==> config.mk <==
export PLATFORM = sky130hd
export DESIGN_NAME = narrow_pulse
export DESIGN_NICKNAME = d
export VERILOG_FILES = /design/src/rtl/narrow_pulse_pkg.sv /design/src/rtl/sync_ff.sv /design/src/rtl/narrow_pulse.sv
export SDC_FILE = /design/constraint.sdc
export NUM_CORES = 1
export LEC_CHECK = 0
export ABC_AREA = 1
export CAP_MARGIN = 20
export CORE_ASPECT_RATIO = 0.75
export CORE_MARGIN = 2
export CORE_UTILIZATION = 50
export CTS_CLUSTER_DIAMETER = 150
export DETAILED_ROUTE_END_ITERATION = 12
export PLACE_DENSITY = 0.77
export SYNTH_ARGS = -nofsm -noshare
export SYNTH_HDL_FRONTEND = slang
export SYNTH_SLANG_ARGS = --single-unit
==> constraint.sdc <==
create_clock -name clk -period 1.45 [get_ports clk]
set_clock_uncertainty 0.15 [all_clocks]
set_input_delay 0.29 -clock clk [delete_from_list [all_inputs] [get_ports clk]]
set_output_delay 0.29 -clock clk [all_outputs]
set_load 0.005 [all_outputs]
==> src/rtl/narrow_pulse_pkg.sv <==
`default_nettype none
// ============================================================================
//  Module      : narrow_pulse_pkg
//  Description : Shared definitions for the narrow_pulse atom: FSM state
//                encodings and PHASE string constants.
//  Revision    : 1.0 - initial release
// ============================================================================
package narrow_pulse_pkg;

    // Detector states; ARM blocks detection until the input is seen inactive.
    typedef enum logic [2:0] {
        ARM   = 3'd0,
        IDLE  = 3'd1,
        QUAL  = 3'd2,
        HOLD  = 3'd3,
        STUCK = 3'd4
    } np_state_t;

    // Accepted values for the PHASE parameter.
    localparam c_phase_positive = "POSITIVE";
    localparam c_phase_negative = "NEGATIVE";

endpackage : narrow_pulse_pkg
`default_nettype wire

==> src/rtl/sync_ff.sv <==
`default_nettype none
// ============================================================================
//  Module      : sync_ff
//  Description : DEPTH-stage flop chain for bringing an asynchronous bit into
//                the clk domain. Every stage loads INIT while rst is high.
//  Revision    : 1.0 - initial release
// ============================================================================
module sync_ff #(
    parameter int   DEPTH = 2,
    parameter logic INIT  = 1'b0
) (
    input  logic clk,
    input  logic rst,
    input  logic d,
    output logic q
);

    generate
        if (DEPTH == 1) begin : g_single
            logic r_ff;

            // Single stage: one flop straight from the input.
            always_ff @(posedge clk) begin
                if (rst) r_ff <= INIT;
                else     r_ff <= d;
            end

            assign q = r_ff;
        end else begin : g_chain
            logic [DEPTH-1:0] r_chain;

            // Shift the input through the chain; the MSB is the synchronized bit.
            always_ff @(posedge clk) begin
                if (rst) r_chain <= {DEPTH{INIT}};
                else     r_chain <= {r_chain[DEPTH-2:0], d};
            end

            assign q = r_chain[DEPTH-1];
        end
    endgenerate

endmodule : sync_ff
`default_nettype wire

==> src/rtl/narrow_pulse.sv <==
`default_nettype none
// ============================================================================
//  Module      : narrow_pulse
//  Description : Converts a stretched, possibly asynchronous input pulse into
//                a single-cycle output pulse once it has been active for LEN
//                synchronized samples. Short pulses raise glitch, pulses that
//                reach MAX_LEN samples raise err.
//  Revision    : 1.0 - initial release
// ============================================================================
module narrow_pulse
    import narrow_pulse_pkg::*;
#(
    parameter     PHASE   = c_phase_positive,
    parameter int LEN     = 4,
    parameter int MAX_LEN = 64,
    parameter int SYNC    = 2
) (
    input  logic clk,
    input  logic rst,
    input  logic d,
    output logic q,
    output logic glitch,
    output logic err,
    output logic busy
);

    localparam logic c_active = (PHASE == c_phase_negative) ? 1'b0 : 1'b1;
    localparam logic c_idle   = ~c_active;
    localparam int   c_cnt_w  = $clog2(MAX_LEN + 1);
    localparam int   c_arm_w  = $clog2(SYNC + 1);

    localparam logic [c_cnt_w-1:0] c_len  = c_cnt_w'(LEN);
    localparam logic [c_cnt_w-1:0] c_max  = c_cnt_w'(MAX_LEN);
    localparam logic [c_cnt_w-1:0] c_one  = c_cnt_w'(1);
    localparam logic [c_arm_w-1:0] c_sync = c_arm_w'(SYNC);
    localparam logic [c_arm_w-1:0] c_arm1 = c_arm_w'(1);

    logic               w_d_s;
    logic               w_act;

    np_state_t          r_state;
    np_state_t          w_state_nxt;
    logic [c_cnt_w-1:0] r_cnt;
    logic [c_cnt_w-1:0] w_cnt_nxt;
    logic [c_cnt_w-1:0] w_cnt_inc;
    // ARM ignores the first SYNC samples after reset: they are the reset-loaded
    // idle level, not the real input, and would otherwise let a still-active
    // input slip out of ARM.
    logic [c_arm_w-1:0] r_arm_cnt;
    logic [c_arm_w-1:0] w_arm_nxt;

    logic               w_q_stb;
    logic               w_glitch_stb;
    logic               w_err_stb;
    logic               r_q;
    logic               r_glitch;
    logic               r_err;

    sync_ff #(
        .DEPTH (SYNC),
        .INIT  (c_idle)
    ) u_sync (
        .clk (clk),
        .rst (rst),
        .d   (d),
        .q   (w_d_s)
    );

    assign w_act     = (w_d_s == c_active);
    assign w_cnt_inc = r_cnt + c_one;

    // Next-state, counter and strobe decode.
    always_comb begin
        w_state_nxt  = r_state;
        w_cnt_nxt    = r_cnt;
        w_arm_nxt    = r_arm_cnt;
        w_q_stb      = 1'b0;
        w_glitch_stb = 1'b0;
        w_err_stb    = 1'b0;

        case (r_state)
            ARM: begin
                if (r_arm_cnt != c_sync) begin
                    w_arm_nxt = r_arm_cnt + c_arm1;
                end else if (!w_act) begin
                    w_state_nxt = IDLE;
                end
            end

            IDLE: begin
                if (w_act) begin
                    w_cnt_nxt = c_one;
                    if (LEN == 1) begin
                        w_state_nxt = HOLD;
                        w_q_stb     = 1'b1;
                    end else begin
                        w_state_nxt = QUAL;
                    end
                end
            end

            QUAL: begin
                if (w_act) begin
                    w_cnt_nxt = w_cnt_inc;
                    if (w_cnt_inc == c_len) begin
                        w_state_nxt = HOLD;
                        w_q_stb     = 1'b1;
                    end
                end else begin
                    w_state_nxt  = IDLE;
                    w_cnt_nxt    = '0;
                    w_glitch_stb = 1'b1;
                end
            end

            HOLD: begin
                if (w_act) begin
                    // Saturating: the count never passes MAX_LEN.
                    if (r_cnt != c_max) begin
                        w_cnt_nxt = w_cnt_inc;
                        if (w_cnt_inc == c_max) begin
                            w_state_nxt = STUCK;
                            w_err_stb   = 1'b1;
                        end
                    end
                end else begin
                    w_state_nxt = IDLE;
                    w_cnt_nxt   = '0;
                end
            end

            STUCK: begin
                if (!w_act) begin
                    w_state_nxt = IDLE;
                    w_cnt_nxt   = '0;
                end
            end

            default: begin
                w_state_nxt = ARM;
                w_cnt_nxt   = '0;
                w_arm_nxt   = '0;
            end
        endcase
    end

    // State, counters and registered strobes.
    always_ff @(posedge clk) begin
        if (rst) begin
            r_state   <= ARM;
            r_cnt     <= '0;
            r_arm_cnt <= '0;
            r_q       <= c_idle;
            r_glitch  <= 1'b0;
            r_err     <= 1'b0;
        end else begin
            r_state   <= w_state_nxt;
            r_cnt     <= w_cnt_nxt;
            r_arm_cnt <= w_arm_nxt;
            r_q       <= w_q_stb ? c_active : c_idle;
            r_glitch  <= w_glitch_stb;
            r_err     <= w_err_stb;
        end
    end

    assign q      = r_q;
    assign glitch = r_glitch;
    assign err    = r_err;
    assign busy   = (r_state == QUAL) || (r_state == HOLD) || (r_state == STUCK);

endmodule : narrow_pulse
`default_nettype wire
==> impl_table.tex <==
\begin{tabular}{lr}
\hline
Metric & Value \\
\hline
\multicolumn{2}{l}{\textbf{Clock network}} \\
\quad Root buffer selected by CTS & sky130\_fd\_sc\_hd\_\_clkbuf\_4 \\
\quad Hold buffer count at cts & 0 \\
\quad Clock Sinks & 17 \\
\quad Clock transition at the registers of the reported paths & 0.11 ns \\
\quad CTS Buffer Depth & 2 \\
\quad Clock tree from TritonCTS & yes \\
\quad Later-pin clock latency in the skew report & 0.31 ns \\
\quad H-Tree Depth & 1 \\
\quad TritonCTS Buffers & 3 \\
\multicolumn{2}{l}{\textbf{Timing}} \\
\quad \# setup viols final & 13 \\
\quad Count of pins over their slew limit & 0 \\
\quad Min setup slack post-route & -0.524 ns \\
\quad Post-route minimum period & 1.97 ns \\
\quad Relative slew slack & 76.3\% \\
\quad Final hold violation count & 0 \\
\quad Final Cycle Share & 136\% \\
\quad Tightest Pin Transition & 0.354 ns \\
\quad Unrepaired setup endpoints after global routing & true \\
\quad Achievable clock frequency & 507 MHz \\
\multicolumn{2}{l}{\textbf{Setup path}} \\
\quad Worst setup SP type & flop \\
\quad Worst r2r src & r\_cnt[4]\$\_SDFFE\_PP0P\_ \\
\quad Number of cell instances on the worst register-to-register path & 11 \\
\quad Critical register-to-register path endpoint & r\_state[1]\$\_SDFFE\_PP0P\_ \\
\quad Slowest Stage Delay on Critical Path & 0.45 ns \\
\quad Critical Path, Cell by Cell & nand2\_1 -> inv\_1 -> nand2\_1 -> nand2\_1 -> nand2\_1 -> nor2\_1 -> nand2\_2 -> nand2\_2 -> nand4\_1 -> nand2\_1 -> nor2\_1 \\
\quad Nature of the critical path endpoint & flop \\
\quad CP Data Required Time & 1.50 ns \\
\quad Worst-path cell with the longest stage delay & sky130\_fd\_sc\_hd\_\_dfxtp\_1 \\
\quad Critical path's most frequent cell & sky130\_fd\_sc\_hd\_\_nand2\_1 \\
\quad Arrival time at the worst endpoint & 2.02 ns \\
\quad Highest net fanout along the worst path & 5 \\
\quad Worst-case register-to-register setup slack & -0.52 ns \\
\quad Setup Crit Path Kind & reg -> reg \\
\multicolumn{2}{l}{\textbf{Die}} \\
\quad Row Count & 13 \\
\quad Width of the die & 54.7 um \\
\quad Effective utilization at floorplan & 54.4\% \\
\quad Core footprint & 1770 um\^{}2 \\
\quad Vertical die dimension & 42.0 um \\
\quad Number of primary I/O pins & 7 \\
\quad Total Die Area & 2300 um\^{}2 \\
\multicolumn{2}{l}{\textbf{Drt}} \\
\quad Total DRC errors in the routed layout & 0 \\
\quad Starting DRC count in detailed routing & 157 \\
\quad First-pass detailed-route iteration total & 5 \\
\quad WL/cell & 20.0 um \\
\quad Vias after detailed routing & 1325 \\
\quad Routed Wire Length & 4220 um \\
\quad Count of nets left with antenna violations after detail routing & 0 \\
\quad Post-DR vias/cell & 6.28 \\
\multicolumn{2}{l}{\textbf{Placement}} \\
\quad Number of input and output port buffers inserted & 6 \\
\quad Placed cell area & 1340 um\^{}2 \\
\quad Post-detailed-placement half-perimeter wirelength & 2050 um \\
\quad RePlAce Congestion & 0.914 \\
\quad Placed cell count & 203 \\
\multicolumn{2}{l}{\textbf{Synth}} \\
\quad Post-synthesis async set-or-reset flop share & 0\% \\
\quad Part of the Yosys area used for sequential elements & 35.3\% \\
\quad Number of nets produced by synthesis & 148 \\
\quad Cell taking the most area after synthesis & sky130\_fd\_sc\_hd\_\_dfxtp\_1 \\
\quad Number of register bits inferred by synthesis & 17 \\
\quad Most instantiated flip-flop cell in the synthesis netlist & sky130\_fd\_sc\_hd\_\_dfxtp\_1 \\
\quad Number of instances in the synthesized netlist & 142 \\
\quad Synth area leaders & sky130\_fd\_sc\_hd\_\_dfxtp\_1 35\%, sky130\_fd\_sc\_hd\_\_nand2\_1 12\%, sky130\_fd\_sc\_hd\_\_nor2\_1 8.6\% \\
\quad Multiplexer share of the synthesized area & 0\% \\
\quad Post-synthesis compound-gate area fraction & 13.2\% \\
\quad Number of enable-type register cells in the synthesized netlist & 0 \\
\quad Distinct cell type count of the synthesized netlist & 24 \\
\quad YS warnings & 0 \\
\quad Post-synthesis share of cell area spent on and, or, nand and nor gates & 38.7\% \\
\quad Combined area of all synthesized cells & 965 um\^{}2 \\
\quad Avg Cell Area, Syn & 6.79 um\^{}2 \\
\quad Largest family of logic cells by synthesized area & simple AND/OR/NAND/NOR gates \\
\quad Area share of xor/xnor cells in the synthesized design & 0\% \\
\quad Share of the synthesized area in the top cell type & 35.3\% \\
\quad Adder-Cell Fraction of Synth Area & 3.89\% \\
\multicolumn{2}{l}{\textbf{Hold path}} \\
\quad Path type of the worst min-delay path & reg -> reg \\
\quad Cells on Worst Hold Path & 2 \\
\quad Endpoint, Worst Hold & u\_sync.g\_chain.r\_chain[1]\$\_SDFF\_PP0\_ \\
\quad Hold path startpoint & u\_sync.g\_chain.r\_chain[0]\$\_SDFF\_PP0\_ \\
\multicolumn{2}{l}{\textbf{Flow run}} \\
\quad Max-capacitance violation count & 0 \\
\multicolumn{2}{l}{\textbf{Final layout}} \\
\quad Finished Core Util & 90.6\% \\
\quad Most used cells in the layout excluding fill and tap cells & 34 x sky130\_fd\_sc\_hd\_\_buf\_4, 19 x sky130\_fd\_sc\_hd\_\_nand2\_1, 17 x sky130\_fd\_sc\_hd\_\_inv\_1 \\
\quad Number of inserted diodes & 0 \\
\quad Area added between synthesis and finish & 66.5\% \\
\quad Net count, final & 196 \\
\quad Share of layout cells above drive strength 1 & 52.9\% \\
\quad Most common cell after layout, fill and taps aside & sky130\_fd\_sc\_hd\_\_buf\_4 \\
\quad Count of placed standard cells in the final layout, fillers left out & 211 \\
\quad Finished Cell Area & 1610 um\^{}2 \\
\multicolumn{2}{l}{\textbf{Power}} \\
\quad Peak supply drop & 1.19 mV \\
\quad Lkg Pwr & 0.674 nW \\
\quad Power, Total & 2.33 mW \\
\quad Total power density per cell area & 1450 nW/um\^{}2 \\
\multicolumn{2}{l}{\textbf{GRT}} \\
\quad Pin count of the biggest net entering global routing & 10 \\
\quad Via count of the first global-routing pass & 1181 \\
\quad Global-route wire length before repair & 5550 um \\
\quad Sum of overflow across all layers after global routing & 0 \\
\quad Initial antenna violation count & 0 \\
\quad Overall fraction of global-route tracks in use & 34.3\% \\
\multicolumn{2}{l}{\textbf{Status}} \\
\quad Run status & finished, violations left \\
\quad Violations in the final reports & setup timing \\
\hline
\end{tabular}
-- through the flow --
step / hold slack [ns] / TNS [ns] / setup slack [ns]
floorplan: 0.206 / -0.0119 / -0.0119
global placement: 0.240 / -0.954 / -0.114
detailed placement: 0.254 / -1.54 / -0.171
CTS: 0.269 / -0.959 / -0.115
global route: 0.326 / -3.99 / -0.506
finish: 0.297 / -3.62 / -0.524
-- layer usage --
| layer | track usage [%] | share of wire, % | wire (um) |
|---|---|---|---|
| met1 | 41.3 | 37 | 1560 |
| met2 | 53.6 | 44 | 1850 |
| met3 | 11.8 | 11 | 446 |
| met4 | 16.0 | 8.6 | 362 |
| met5 | 0 | 0 | 0 |
-- repair_timing --
action                                  in CTS  in global routing
pin swaps                                    3                 16
setup buffers                                3                  0
endpoints found under the setup margin      17                 15
gates resized for setup                     28                 38
cloned                                       1                  0
-- sequential cells by signal, summed over array words and instances (netlist names) --
signal	cells
r_arm_cnt	2
r_cnt	7
glitch	1
err	1
r_state	3
q	1
u_sync.g_chain.r_chain	2
-- cell type report --
type | count | area [um^2]
multi-input cells | 103 | 763
flip-flops and latches | 17 | 359
inverters | 22 | 90.1
repair buffers | 43 | 340
clock buffers | 4 | 26.3
well taps | 22 | 27.5
fillers | 69 | 166
-- worst max-delay path by stage --
stage,startpoint,end,cells past startpoint
floorplan,r_cnt[1]$_SDFFE_PP0P_,r_state[0]$_SDFFE_PP0P_,10
global route,r_cnt[3]$_SDFFE_PP0P_,r_state[0]$_SDFFE_PP0P_,10
finish,r_cnt[4]$_SDFFE_PP0P_,r_state[1]$_SDFFE_PP0P_,11
CTS,r_cnt[1]$_SDFFE_PP0P_,r_state[0]$_SDFFE_PP0P_,9
global placement,r_cnt[1]$_SDFFE_PP0P_,r_state[1]$_SDFFE_PP0P_,10
detailed placement,r_state[0]$_SDFFE_PP0P_,busy,4
-- worst max-delay path: cells and delay by family, from the launching register on --
kind	cells	cell delay (ns)
AND/OR/NAND/NOR	10	1.15
flip-flops	1	0.45
buffers and inverters	1	0.09
-- cell families after synthesis --
logic type / after synthesis
buf+inv: 23
flops: 17
compound gates: 19
fa+ha+maj: 3
simple gates: 80
-- cells in the mapped netlist, types with 2 or more instances --
master	count
sky130_fd_sc_hd__nor2_2	5
sky130_fd_sc_hd__dfxtp_1	17
sky130_fd_sc_hd__inv_1	20
sky130_fd_sc_hd__inv_2	2
sky130_fd_sc_hd__nor2_1	22
sky130_fd_sc_hd__o21ai_0	2
sky130_fd_sc_hd__nor3_1	3
sky130_fd_sc_hd__nand4_1	3
sky130_fd_sc_hd__ha_1	3
sky130_fd_sc_hd__nor4_1	3
sky130_fd_sc_hd__nand3_1	9
sky130_fd_sc_hd__o21bai_1	2
sky130_fd_sc_hd__nand2_1	30
sky130_fd_sc_hd__a21oi_1	11
-- report_power, final --
group          internal (mW)  total (mW)  switching, mW
sequential             0.575       0.684          0.109
clock                  0.107       0.273          0.166
combinational          0.586        1.37          0.783
total                   1.27        2.33           1.06
No activity file was read; power rests on OpenSTA's default activity.
==> edit, RTL diff (config.mk and constraints unchanged) <==
Change the parameter `SYNC` from 2 to 4.
--- a/src/rtl/narrow_pulse.sv
+++ b/src/rtl/narrow_pulse.sv
@@ -14,5 +14,5 @@
     parameter int LEN     = 4,
     parameter int MAX_LEN = 64,
-    parameter int SYNC    = 2
+    parameter int SYNC    = 4
 ) (
     input  logic clk,
Formal check against the unedited RTL: not equivalent (a bounded check fails within 10 cycles, from zero or initial values and one cycle with rst high).
==> edit against the unedited design <==
  * The flow still finishes with violations (negative setup slack)
  * Power is 22% higher
  * Count of clock-buffer cells in the layout down 1
  * Setup slack better by 0.23 ns
  * Core utilization down 3.9 points
  * Die area rose by 11%
  * Via count decreased by 0.60%
  * Routed wire length decreased by 15%
  * Area after synthesis grew 12%
  * Cell area rose by 9.7%
  * Sequential cell count grew 3
  * Critical endpoint is now r_state[0]$_SDFFE_PP0P_
==> edit: results (changes against the unedited design) <==
INFO  metric post-place-cells = 221 (+8.9%)
INFO  metric vdd_drop_max = 0.00146 V (+23%)
INFO  metric netlist-cell-type-count = 26 (+8.3%)
INFO  metric worst_ep_arrival_time = 1.82 ns (-0.20 ns)
INFO  metric timing.final.ws_setup = -0.289 ns (+0.235 ns)
INFO  metric synth.top_cells.by_count = nand2_1, inv_1, dfxtp_1, nand3_1, nor2_1
INFO  metric drt_first_iter_violations = 100 (-36%)
INFO  metric place_congestion = 0.974 (+6.6%)
INFO  metric rr_endpoint = r_state[0]$_SDFFE_PP0P_
INFO  metric synth-adder-area-share = 0.0462 (+0.00733)
INFO  metric reg_top3 = r_cnt (7), u_sync.g_chain.r_chain (4)
INFO  metric synth_compound_area_frac = 0.108 (-0.0248)
INFO  metric grtUsageTotal = 0.257 (-0.0864)
INFO  metric total_leakage_power = 0.763 nW (+13%)
INFO  metric cell_internal_pwr = 0.00169 W (+33%)
INFO  metric nNetsFinal = 214 (+9.2%)
INFO  metric finalWirelength = 3.57 mm (-15%)
INFO  metric grt_start_max_net_pins = 13 (+3)
INFO  metric holdCritStartpoint = u_sync.g_chain.r_chain[1]$_SDFF_PP0_
INFO  metric violated_checks = negative setup slack
INFO  metric dp_hpwl = 2.19 mm (+7.0%)
INFO  metric synthCells = 160 (+13%)
INFO  metric fraction_of_final_layout_cells_sized_beyond_drive_strength_1 = 0.534 (+0.00488)
INFO  metric setup_viol_count_final = 13 (unchanged)
INFO  metric grt_pass1_wl = 4.95 mm (-11%)
INFO  metric worst_hold_endpoint = u_sync.g_chain.r_chain[2]$_SDFF_PP0_
INFO  metric fin_setup_tns = -2.02 ns (+1.60 ns)
INFO  metric outcome = finished, violations left
INFO  metric postSynthNetCount = 167 (+13%)
INFO  metric vias_in_the_first_global_route = 1176 (-0.42%)
edit: changes by cell type in the layout (fill, tap and decap cells not counted), sizes merged, moves of 3 or more:
cell,before,now
dfxtp,17,20
inv,22,27
nand2,32,37
nand3,10,17
nor2,28,18
nor3,4,7
o21ai,3,7
edit: worst max path at each step:
stage | startpoint | end | slack (ns) | depth (start not counted)
floorplan | r_cnt[1]$_SDFFE_PP0P_ | r_state[0]$_SDFFE_PP0P_ | 0.007 | 11
global placement | r_state[0]$_SDFFE_PP0P_ | busy | -0.16 | 4
detailed placement | r_cnt[0]$_SDFFE_PP0P_ | r_state[0]$_SDFFE_PP0P_ | -0.18 | 11
CTS | r_cnt[1]$_SDFFE_PP0P_ | r_state[0]$_SDFFE_PP0P_ | -0.15 | 11
global route | r_cnt[4]$_SDFFE_PP0P_ | r_state[1]$_SDFFE_PP0P_ | -0.40 | 11
finish | r_cnt[4]$_SDFFE_PP0P_ | r_state[0]$_SDFFE_PP0P_ | -0.29 | 9
edit: final cells by class:
type                       instances  area (um^2)
sequential                        20          423
multi-input combinational        110          787
timing repair buffer              43          348
clock inverter                     1         30.0
clock buffer                       3         22.5
inverter                          29          121
fill                             100          270
tap                               24         30.0
edit: metal layers:
layer,GRT usage,share of wire,wire length [um],vias to the layer above
li1,-,-,-,607
met1,0.314,0.42,1500,614
met2,0.434,0.46,1630,78
met3,0.0643,0.089,319,18
met4,0.112,0.032,114,0
met5,0,0,0,-
edit: repair_timing:
| action | CTS | global route |
|---|---|---|
| setup endpoints to repair | 17 | 14 |
| hold endpoints to repair | 0 | 0 |
| resized for setup | 40 | 32 |
| hold buffers | 0 | 0 |
| buffers inserted | 4 | 1 |
| pin swaps | 9 | 15 |
| cloned | 0 | 0 |
edit: critical path, stage by stage, from the launching register on:
cell	delay (ns)
dfxtp_1	0.48
nand2_1	0.15
nor2_2	0.16
nand2_1	0.08
nand2_1	0.14
nand3_4	0.10
nand2_2	0.12
nand3_2	0.11
nor2_1	0.12
nor2_1	0.04
edit: power groups by stage:
stage	Clock (W)	Sequential (W)	Combinational, W
finish	0.000472	0.000751	0.00162
CTS	0.000479	0.000744	0.00147
detailed placement	0	0.000720	0.00124
global placement	0	0.000710	0.00121
floorplan	0	0.000730	0.000654
global route	0.000498	0.000761	0.00173
edit: kinds of logic after synthesis:
kind of cell / after synthesis
flip-flops: 20
AO/OA/AOI/OAI: 22
AND/OR/NAND/NOR: 84
buffers and inverters: 30
adder cells (fa/ha/maj): 4
edit: per-stage QoR:
step           hold slack, ns  setup WS (ns)
2_1_floorplan           0.217        0.00725
3_3_place_gp            0.239         -0.155
3_5_place_dp            0.246         -0.183
4_1_cts                 0.265         -0.146
5_1_grt                 0.281         -0.402
6_report                0.260         -0.289
